### src/rtl/sysid_info_regs_pkg.sv
// sysid_info_pkg: register map offsets, CTRL bit positions, VERSION field layout
// and a byte-lane merge helper shared by the system-ID register block.
// No ports; pure compile-time definitions.
package sysid_info_pkg;

  // Word offsets of the register file
  localparam int unsigned SYSID_OFS     = 0;
  localparam int unsigned TIMESTAMP_OFS = 1;
  localparam int unsigned VERSION_OFS   = 2;
  localparam int unsigned CAPS_OFS      = 3;
  localparam int unsigned UPTIME_LO_OFS = 4;
  localparam int unsigned UPTIME_HI_OFS = 5;
  localparam int unsigned SCRATCH_OFS   = 6;
  localparam int unsigned CTRL_OFS      = 7;

  // CTRL register bits
  localparam int unsigned CTRL_CLEAR  = 0;
  localparam int unsigned CTRL_FREEZE = 1;

  // VERSION word layout {major, minor, patch}
  localparam int unsigned VER_MAJOR_LSB = 24;
  localparam int unsigned VER_MAJOR_W   = 8;
  localparam int unsigned VER_MINOR_LSB = 16;
  localparam int unsigned VER_MINOR_W   = 8;
  localparam int unsigned VER_PATCH_LSB = 0;
  localparam int unsigned VER_PATCH_W   = 16;

  // Replace the byte lanes of old_v selected by be with those of new_v.
  function automatic logic [31:0] be_merge(input logic [31:0] old_v,
                                           input logic [31:0] new_v,
                                           input logic [3:0]  be);
    logic [31:0] r;
    r = old_v;
    for (int b = 0; b < 4; b++) begin
      if (be[b]) r[8*b +: 8] = new_v[8*b +: 8];
    end
    return r;
  endfunction

endpackage

### src/rtl/sysid_info_regs_if.sv
// Avalon-MM style slave bus for the system-ID register block.
// master drives address/read/write/writedata/byteenable; slave returns
// readdata/readdatavalid one cycle after a read (no waitrequest).
interface sysid_info_regs_if #(
  parameter int ADDR_W = 4
);
  logic [ADDR_W-1:0] address;
  logic              read;
  logic              write;
  logic [31:0]       writedata;
  logic [3:0]        byteenable;
  logic [31:0]       readdata;
  logic              readdatavalid;

  modport master (
    output address, read, write, writedata, byteenable,
    input  readdata, readdatavalid
  );

  modport slave (
    input  address, read, write, writedata, byteenable,
    output readdata, readdatavalid
  );
endinterface

### src/rtl/sysid_info_regs_uptime_counter.sv
// sysid_uptime_counter: prescaler plus UPTIME_W-bit free-running uptime counter.
// Ports: clock, reset_n, i_clear (sync clear, beats tick), i_freeze (hold all),
//        o_tick (prescaler wrap this cycle), o_uptime (live count).
module sysid_uptime_counter
  import sysid_info_pkg::*;
#(
  parameter int UPTIME_W = 64,
  parameter int PRESCALE = 1
) (
  input  logic                clock,
  input  logic                reset_n,
  input  logic                i_clear,
  input  logic                i_freeze,
  output logic                o_tick,
  output logic [UPTIME_W-1:0] o_uptime
);

  localparam int              PS_W    = (PRESCALE > 1) ? $clog2(PRESCALE) : 1;
  localparam logic [PS_W-1:0] PS_LAST = PS_W'(PRESCALE - 1);

  logic [PS_W-1:0]     r_presc;
  logic [UPTIME_W-1:0] r_uptime;
  logic                w_tick;

  // With PRESCALE=1 the prescaler sits at 0 == PS_LAST, so every unfrozen cycle ticks.
  assign w_tick   = !i_freeze && (r_presc == PS_LAST);
  assign o_tick   = w_tick;
  assign o_uptime = r_uptime;

  always_ff @(posedge clock or negedge reset_n) begin
    if (!reset_n) begin
      r_presc  <= '0;
      r_uptime <= '0;
    end else if (i_clear) begin
      r_presc  <= '0;
      r_uptime <= '0;
    end else if (w_tick) begin
      r_presc  <= '0;
      r_uptime <= r_uptime + UPTIME_W'(1);
    end else if (!i_freeze) begin
      r_presc  <= r_presc + PS_W'(1);
    end
  end

endmodule

### src/rtl/sysid_info_regs.sv
// sysid_info_regs: system-ID register file (ID, timestamp, version, caps, uptime
// with coherent lo/hi snapshot, scratch, ctrl) on an Avalon-MM slave.
// Ports: clock, reset_n, s_bus (slave modport; 1-cycle registered read, no waitrequest).
module sysid_info_regs
  import sysid_info_pkg::*;
#(
  parameter logic [31:0] SYSTEM_ID = 32'h0000001F,
  parameter logic [31:0] TIMESTAMP = 32'd1718188374,
  parameter logic [31:0] VERSION   = 32'h0001_0000,
  parameter logic [31:0] CAPS      = 32'h0000_0001,
  parameter int          ADDR_W    = 4,
  parameter int          UPTIME_W  = 64,
  parameter int          PRESCALE  = 1
) (
  input  logic              clock,
  input  logic              reset_n,
  sysid_info_regs_if.slave  s_bus
);

  localparam int HI_W = UPTIME_W - 32;

  logic [UPTIME_W-1:0] w_uptime;
  logic                w_wr_ctrl;
  logic                w_wr_scratch;
  logic                w_clear;
  logic                w_rd_lo;
  logic [31:0]         w_rdata;

  logic                r_freeze;
  logic [31:0]         r_scratch;
  logic [HI_W-1:0]     r_hi_shadow;
  logic [31:0]         r_readdata;
  logic                r_readdatavalid;

  // CTRL only has meaningful bits in byte lane 0.
  assign w_wr_ctrl    = s_bus.write && (s_bus.address == ADDR_W'(CTRL_OFS)) && s_bus.byteenable[0];
  assign w_wr_scratch = s_bus.write && (s_bus.address == ADDR_W'(SCRATCH_OFS));
  assign w_clear      = w_wr_ctrl && s_bus.writedata[CTRL_CLEAR];
  assign w_rd_lo      = s_bus.read && (s_bus.address == ADDR_W'(UPTIME_LO_OFS));

  sysid_uptime_counter #(
    .UPTIME_W (UPTIME_W),
    .PRESCALE (PRESCALE)
  ) u_uptime (
    .clock    (clock),
    .reset_n  (reset_n),
    .i_clear  (w_clear),
    .i_freeze (r_freeze),
    .o_tick   (),
    .o_uptime (w_uptime)
  );

  // Read mux sees pre-edge state, so a read coincident with a write or a tick
  // returns the old value.
  always_comb begin
    w_rdata = '0;
    case (s_bus.address)
      ADDR_W'(SYSID_OFS):     w_rdata = SYSTEM_ID;
      ADDR_W'(TIMESTAMP_OFS): w_rdata = TIMESTAMP;
      ADDR_W'(VERSION_OFS):   w_rdata = VERSION;
      ADDR_W'(CAPS_OFS):      w_rdata = CAPS;
      ADDR_W'(UPTIME_LO_OFS): w_rdata = w_uptime[31:0];
      ADDR_W'(UPTIME_HI_OFS): w_rdata = 32'(r_hi_shadow);
      ADDR_W'(SCRATCH_OFS):   w_rdata = r_scratch;
      ADDR_W'(CTRL_OFS):      w_rdata[CTRL_FREEZE] = r_freeze;
      default:                w_rdata = '0;
    endcase
  end

  always_ff @(posedge clock or negedge reset_n) begin
    if (!reset_n) begin
      r_freeze        <= 1'b0;
      r_scratch       <= '0;
      r_hi_shadow     <= '0;
      r_readdata      <= '0;
      r_readdatavalid <= 1'b0;
    end else begin
      r_readdatavalid <= s_bus.read;
      if (s_bus.read) r_readdata <= w_rdata;
      // Snapshot the upper half together with the low read so LO-then-HI is coherent.
      if (w_rd_lo) r_hi_shadow <= w_uptime[UPTIME_W-1:32];
      if (w_wr_scratch) r_scratch <= be_merge(r_scratch, s_bus.writedata, s_bus.byteenable);
      if (w_wr_ctrl) r_freeze <= s_bus.writedata[CTRL_FREEZE];
    end
  end

  assign s_bus.readdata      = r_readdata;
  assign s_bus.readdatavalid = r_readdatavalid;

endmodule

### src/flat_wrapper.sv
// flat-port wrapper written by rule: the top's interface ports become plain ports
module sysid_info_regs_flat import sysid_info_pkg::*;
#(
  parameter logic [31:0] SYSTEM_ID = 32'h0000001F,
  parameter logic [31:0] TIMESTAMP = 32'd1718188374,
  parameter logic [31:0] VERSION   = 32'h0001_0000,
  parameter logic [31:0] CAPS      = 32'h0000_0001,
  parameter int          ADDR_W    = 4,
  parameter int          UPTIME_W  = 64,
  parameter int          PRESCALE  = 1
)
  (clock, reset_n, s_bus_address, s_bus_read, s_bus_write, s_bus_writedata, s_bus_byteenable, s_bus_readdata, s_bus_readdatavalid);
  sysid_info_regs_if #(.ADDR_W(ADDR_W)) s_bus_i ();
  input  logic clock;
  input  logic reset_n;
  input wire logic [$bits(s_bus_i.address)-1:0] s_bus_address;
  input wire logic [$bits(s_bus_i.read)-1:0] s_bus_read;
  input wire logic [$bits(s_bus_i.write)-1:0] s_bus_write;
  input wire logic [$bits(s_bus_i.writedata)-1:0] s_bus_writedata;
  input wire logic [$bits(s_bus_i.byteenable)-1:0] s_bus_byteenable;
  output wire logic [$bits(s_bus_i.readdata)-1:0] s_bus_readdata;
  output wire logic [$bits(s_bus_i.readdatavalid)-1:0] s_bus_readdatavalid;
  assign s_bus_i.address = s_bus_address;
  assign s_bus_i.read = s_bus_read;
  assign s_bus_i.write = s_bus_write;
  assign s_bus_i.writedata = s_bus_writedata;
  assign s_bus_i.byteenable = s_bus_byteenable;
  assign s_bus_readdata = s_bus_i.readdata;
  assign s_bus_readdatavalid = s_bus_i.readdatavalid;
  sysid_info_regs #(.SYSTEM_ID(SYSTEM_ID), .TIMESTAMP(TIMESTAMP), .VERSION(VERSION), .CAPS(CAPS), .ADDR_W(ADDR_W), .UPTIME_W(UPTIME_W), .PRESCALE(PRESCALE)) u_core (.clock(clock), .reset_n(reset_n), .s_bus(s_bus_i));
endmodule
### config.mk
export PLATFORM = sky130hd
export DESIGN_NAME = sysid_info_regs_flat
export DESIGN_NICKNAME = d
export VERILOG_FILES = /design/src/rtl/sysid_info_regs_pkg.sv /design/src/rtl/sysid_info_regs_if.sv /design/src/rtl/sysid_info_regs_uptime_counter.sv /design/src/rtl/sysid_info_regs.sv /design/src/flat_wrapper.sv
export SDC_FILE = /design/constraint.sdc
export NUM_CORES = 1
export LEC_CHECK = 0
export ABC_AREA = 1
export BUFFER_PORTS_ARGS = -buffer_cell sky130_fd_sc_hd__buf_2
export CORE_MARGIN = 3
export CORE_UTILIZATION = 35
export CTS_BUF_LIST = sky130_fd_sc_hd__clkbuf_16
export CTS_CLUSTER_DIAMETER = 80
export DETAILED_ROUTE_END_ITERATION = 10
export HOLD_SLACK_MARGIN = 0.1
export PLACE_DENSITY = 0.51
export SYNTH_ARGS = -nofsm -noshare
export SYNTH_HDL_FRONTEND = slang
export SYNTH_HIERARCHICAL = 1
export SYNTH_SLANG_ARGS = --single-unit
### constraint.sdc
create_clock -name clock -period 1.55 [get_ports clock]
set_clock_uncertainty 0.05 [all_clocks]
set_input_delay 0.31 -clock clock [delete_from_list [all_inputs] [get_ports clock]]
set_output_delay 0.31 -clock clock [all_outputs]
set_load 0.02 [all_outputs]
## Word-level counts from Yosys, hierarchy flattened

Index checks and enable logic that the tools add are counted.
W data, S select, Z words.

- Register bits after elaboration: 163
- Output and inout port bits: 33
- Bits of input ports: 44

- Reduce and logical (&&, ||, !) cells: 15
- Bitwise operators: 1
- Equality and inequality tests: 8
- Multiplexer cells: 8
- $add $sub $neg: 2

Operators with widths:

| cell | number |
|---|---|
| $pmux W30 S6 | 1 |
| $mux W64 | 2 |
| $add A64 B1 Y64 const B | 1 |
| $eq A4 B3 Y1 const B | 4 |
| $eq A4 B2 Y1 const B | 2 |
| $reduce_and A2 Y1 | 4 |
| $logic_and A1 B1 Y1 | 6 |
| $pmux W1 S5 | 1 |
| $eq A4 B1 Y1 const B | 1 |
| $logic_not A4 Y1 | 1 |
| $pmux W1 S4 | 1 |
| $reduce_or A2 Y1 | 2 |
| $mux W1 | 3 |
| $ne A3 B3 Y1 const B | 1 |
| $reduce_bool A2 Y1 | 1 |
| $add A1 B1 Y1 const B | 1 |
| $logic_not A1 Y1 | 1 |
| $not A1 Y1 | 1 |

## Longest topological paths before layout

- Depth in word-level cells: 5
- Gate-level depth with buffers: 12
- Mapped depth without buffers: 10

## Hierarchy

The synthesis kept the hierarchy.

By module, submodules not included:

| module | sequential area each (µm²) | area an instance (µm²) | times used | cells an instance |
|---|---|---|---|---|
| sysid_info_regs | 2,452.4 | 4,539.4 | 1 | 587 |
| sysid_uptime_counter | 1,626.6 | 4,267.8 | 1 | 663 |

## Least setup slack after synthesis

Ideal clock, no wire load.

- Path type: input to register
- Start point: input port s_bus_address[2]
- End point: register u_core.u_uptime.r_uptime[57] (netlist: u_core/u_uptime/o_uptime[57])
- Slack: -0.440 ns
- Required time: 1.381 ns
- Data arrival time: 1.821 ns
- Library setup time: 0.119 ns
- Cell stages on the path: 11
- Path through: inv_1 nor2_2 buf_2 nand3_1 nor2_1 clkbuf_1 inv_1 buf_2 clkbuf_1 nand2_1 nor2_1

- Longest elaborated chain between the ends: 5
- Elaborated cells between the ends (all ways): 6

RTL lines:

| what | RTL line | RTL |
|---|---|---|
| from (decl) | flat_wrapper.sv:16 | `input wire logic [$bits(s_bus_i.address)-1:0] s_bus_address;` |
| $eq A4 B3 Y1 (*) | sysid_info_regs.sv:36 | `assign w_wr_ctrl = s_bus.write && (s_bus.address == ADDR_W'(CTRL_OFS)) && s_bus.byteenable[0];` |
| $logic_and A1 B1 Y1 (*) (2 in series) | sysid_info_regs.sv:36 |  |
| $logic_and A1 B1 Y1 (*) | sysid_info_regs.sv:38 | `assign w_clear = w_wr_ctrl && s_bus.writedata[CTRL_CLEAR];` |
| via u_core.w_clear | sysid_info_regs.sv:25 | `logic w_clear;` |
| $mux W64 / $reduce_bool A2 Y1 (equally long branches) | n/a |  |
| to (signal assigned) | sysid_info_regs_uptime_counter.sv:39 | `r_uptime <= r_uptime + UPTIME_W'(1);` |
| to (decl) | sysid_info_regs_uptime_counter.sv:22 | `logic [UPTIME_W-1:0] r_uptime;` |

Mark *: on every way through the listed nets, which the timed path passes. The rest lies on a longest branch.
A chain may end at the register's enable or synchronous reset.

## Worst setup path after layout

- Start point: register u_core.u_uptime.r_uptime[15] (netlist: u_core/u_uptime/o_uptime[15])
- End point: register u_core.u_uptime.r_uptime[32] (netlist: u_core/u_uptime/o_uptime[32])

- Longest elaborated chain between the ends: 3

RTL lines:

| what | RTL line | RTL |
|---|---|---|
| $add A64 B1 Y64 | sysid_info_regs_uptime_counter.sv:39 |  |
| $mux W64 | sysid_info_regs_uptime_counter.sv:37 | `end else if (w_tick) begin` |
| $mux W64 | sysid_info_regs_uptime_counter.sv:34 | `end else if (i_clear) begin` |

No other way between the ends. The select of a mux whose other input is x is not followed.

==> key figures <==
GRT
  – First-pass GRT wire length: 50,800 um
  – Vias in the first global route: 9,097
  – Pin count of the biggest net entering global routing: 39
  – Antenna violations before repair: 0
  – Overall routing resource usage: 24.5%
  – Overflow after GRT: 0

Synth
  – Yosys top cell by area: dfrtp_1
  – Synth warn: 6
  – Syn_nets: 1,295
  – #FFs+latches synth: 163
  – Area share of the largest cell type after synthesis: 46.3%
  – Top cells by area, synth: dfrtp_1 46%, nand2_1 20%, nand3_1 8.8%, nor2_1 7.3%, inv_1 3.3%
  – Count of different cell masters after synthesis: 34
  – Cells after synthesis: 1,250
  – Seq/Total Area, Yosys: 46.3%
  – Post-Syn Area: 8810 um^2
  – Syn_area_per_cell: 7.05 um^2

Setup path
  – CP startpoint kind: flop
  – Critical path type: flop to flop
  – Req. time, crit path: 1.82 ns
  – CP Capture Type: flop
  – CP top delay family: simple AND/OR/NAND/NOR gates
  – Crit path top cell by count: nor2_2
  – Slowest-stage cell, CP: dfrtp_1
  – Buf/Inv on CP: 2
  – Crit-path max FO: 5
  – WP data arrival: 1.95 ns
  – Critical-path cell list: nand2_1 -> nor2_2 -> buf_4 -> nand2_4 -> nor2_4 -> nand3_4 -> buf_6 -> nor2_2 -> nor2_1
  – Max incr delay on CP: 0.43 ns

Clock tree
  – Clock slew at reported path FFs: 0.07 ns
  – H-tree levels: 4
  – CTS Sinks: 163
  – Worst-skew pair later-pin latency: 0.43 ns
  – TritonCTS buffer count: 17
  – Max clock buf depth: 2
  – CTS root buf: clkbuf_16
  – CTS tree: built

Finish
  – Final non-filler cell area: 13,500 um^2
  – Fin util: 55.0%
  – # fillers: 2,320
  – Area of the multi-input gates: 5120 um^2
  – Fin nets: 1,644
  – Diode count: 0
  – Fraction of layout cells with a size suffix above 1: 37.8%
  – Area Overhead vs Synth: 53.2%
  – Storage cell area: 4090 um^2

Min path
  – Hold WC Path Type: primary input to flop

Floorplan
  – Core Region: 24,500 um^2
  – Starting density of the core: 35.9%
  – Top Ports: 77
  – # rows: 57
  – Die area: 27,100 um^2
  – Die W: 165 um
  – Chip height: 165 um

Pwr
  – VDD IR max: 0.535 mV
  – Power density over the cells: 867 nW/um^2
  – Pleak: 0.00685 uW

Detailed routing
  – Final ANT Viol Nets: 0
  – Total Wirelength: 32,900 um
  – Met2 layer wire length in the routed design: 15,000 um
  – Met1 Wirelength: 15,700 um
  – # DRC: 0
  – 1st-pass router iterations: 7
  – Initial DRC count: 796
  – Vias: 9,549
  – DR WL/cell: 17.0 um
  – Routed wl met3: 1630 um
  – Via/cell ratio: 4.93
  – Uppermost routed layer: met4

Run
  – Maxcap violations: 0

STA
  – Worst relative slew slack: 68.6%
  – RSZ-0062 raised after global routing: yes
  – Fin crit period: 1.68 ns
  – Measured slew at the worst slew-check pin: 0.467 ns
  – Final Hold Viols: 0
  – Count of pins over their slew limit: 0
  – Setup ws final: -0.135 ns
  – F_max: 593 MHz
  – Min Hold Slack: 0.123 ns
  – Final setup fails: 43
  – Tcrit/Tclk final: 109%

Placement
  – Hpwl dp: 24,800 um
  – I/O Buffers: 76
  – Post-DP Area: 11,200 um^2
  – Final Wtd Congestion: 0.972
  – Worst slack at placement: -0.283 ns

Outcome
  – Failing checks: negative setup slack
  – Status: finished with violations
## worst reg2reg max path: stages (launching register included)
cell and delay [ns]:
dfrtp_1 0.43, nand2_1 0.11, nor2_2 0.15, buf_4 0.15, nand2_4 0.06, nor2_4 0.17
nand3_4 0.18, buf_6 0.17, nor2_2 0.09, nor2_1 0.04
## where the power goes
part	internal [uW]	total, uW	leakage (uW)	switching, uW
clock network	2170	4310	0.000286	2140
logic	1230	2500	0.00438	1270
registers	4590	4900	0.00218	308
## Yosys cell counts, drive strengths merged
master / n
nor2: 194
nor4: 1
o21ai: 30
clkinv: 1
nand3b: 2
nor3: 14
nand3: 158
ha: 1
o211ai: 5
nand2: 486
buf: 19
and3: 1
inv: 84
o21a: 2
nand4: 24
a31oi: 2
and2: 4
a21oi: 35
dfrtp: 163
clkbuf: 21
nor3b: 3
## layout make-up
| cell class | instances | share of cell area (%) |
|---|---|---|
| clock buffers | 17 | 3.15 |
| flip-flops and latches | 163 | 30.3 |
| inverters | 85 | 2.45 |
| clock inverters | 15 | 1.20 |
| well taps | 324 | 3.00 |
| multi-input cells | 962 | 37.9 |
| repair buffers | 370 | 22.0 |
## worst paths after layout
path,depth (start not counted),endpoint,slack [ns],start
setup / recovery,9,u_core/u_uptime/o_uptime[32]$_DFFE_PN0P_,-0.13,u_core/u_uptime/o_uptime[15]$_DFFE_PN0P_
hold / removal,3,u_core/r_scratch[20]$_DFFE_PN0P_,0.12,s_bus_writedata[20]
setup reg to reg,9,u_core/u_uptime/o_uptime[32]$_DFFE_PN0P_,-0.13,u_core/u_uptime/o_uptime[15]$_DFFE_PN0P_
hold reg to reg,2,u_core/r_scratch[3]$_DFFE_PN0P_,0.42,u_core/r_scratch[3]$_DFFE_PN0P_
max in group asynchronous,3,u_core/r_hi_shadow[22]$_DFFE_PN0P_,0.62,reset_n
min in group asynchronous,2,u_core/s_bus.readdata[2]$_DFFE_PN0P_,0.27,reset_n
## layer usage
metal	vias to the layer above	track usage, %
met1	4538	35.7
met3	40	3.89
met5	-	0
li1	4702	-
met4	0	5.87
met2	269	38.4
## through the flow
stage,total power (uW),TNS (ns),cells
finish,11700,-2.40,1936
CTS,11600,-2.33,1921
floorplan,5740,-3.50,1250
detailed placement,6800,-12.37,1825
global placement,6790,-11.57,1825
global route,12300,-7.12,1936
## timing repair
action / CTS / global route
setup buffers: 33 / 15
cloned: 0 / 0
resized for setup: 151 / 152
endpoints found under the setup margin: 52 / 59
pin swaps: 58 / 61
hold buffers: 31 / 0
endpoints found under the hold margin: 193 / 0
## cells by family after synthesis
logic type | Yosys count | synth area share (%)
flip-flops | 163 | 46.3
AO/OA/AOI/OAI | 74 | 4.47
buffers and inverters | 125 | 5.63
AND/OR/NAND/NOR | 887 | 43.4
adder cells (fa/ha/maj) | 1 | 0.142
## cell usage in the layout, fill, tap and decap left out, types with 3 or more instances in the layout
cell type	n
buf_4	215
nor2_1	101
o21ai_0	11
dfrtp_2	11
clkinv_8	3
nor2_4	51
inv_8	5
nand2_4	19
inv_6	3
nand4_1	24
a21oi_2	6
nand3_1	134
inv_4	3
nand3_2	18
nand2_2	47
nand2_1	420
nand3_4	6
buf_6	36
inv_2	12
dlygate4sd3_1	31
nor3_2	3
o21ai_2	11
o21ai_1	7
clkbuf_16	17
and2_1	3
a21oi_1	29
nor2_2	41
buf_2	75
nor3_1	9
buf_12	13
inv_1	68
o211ai_1	5
dfrtp_1	152
## sequential cells by signal, indices dropped and copies added (netlist names)
name and cells:
u_core/r_freeze 1, u_core/u_uptime/o_uptime 64, u_core/r_hi_shadow 32, u_core/s_bus.readdata 32
u_core/s_bus.readdatavalid 1, u_core/r_scratch 32, u_core/u_uptime/r_presc 1
Note: power is estimated with default switching activity, not from simulation.
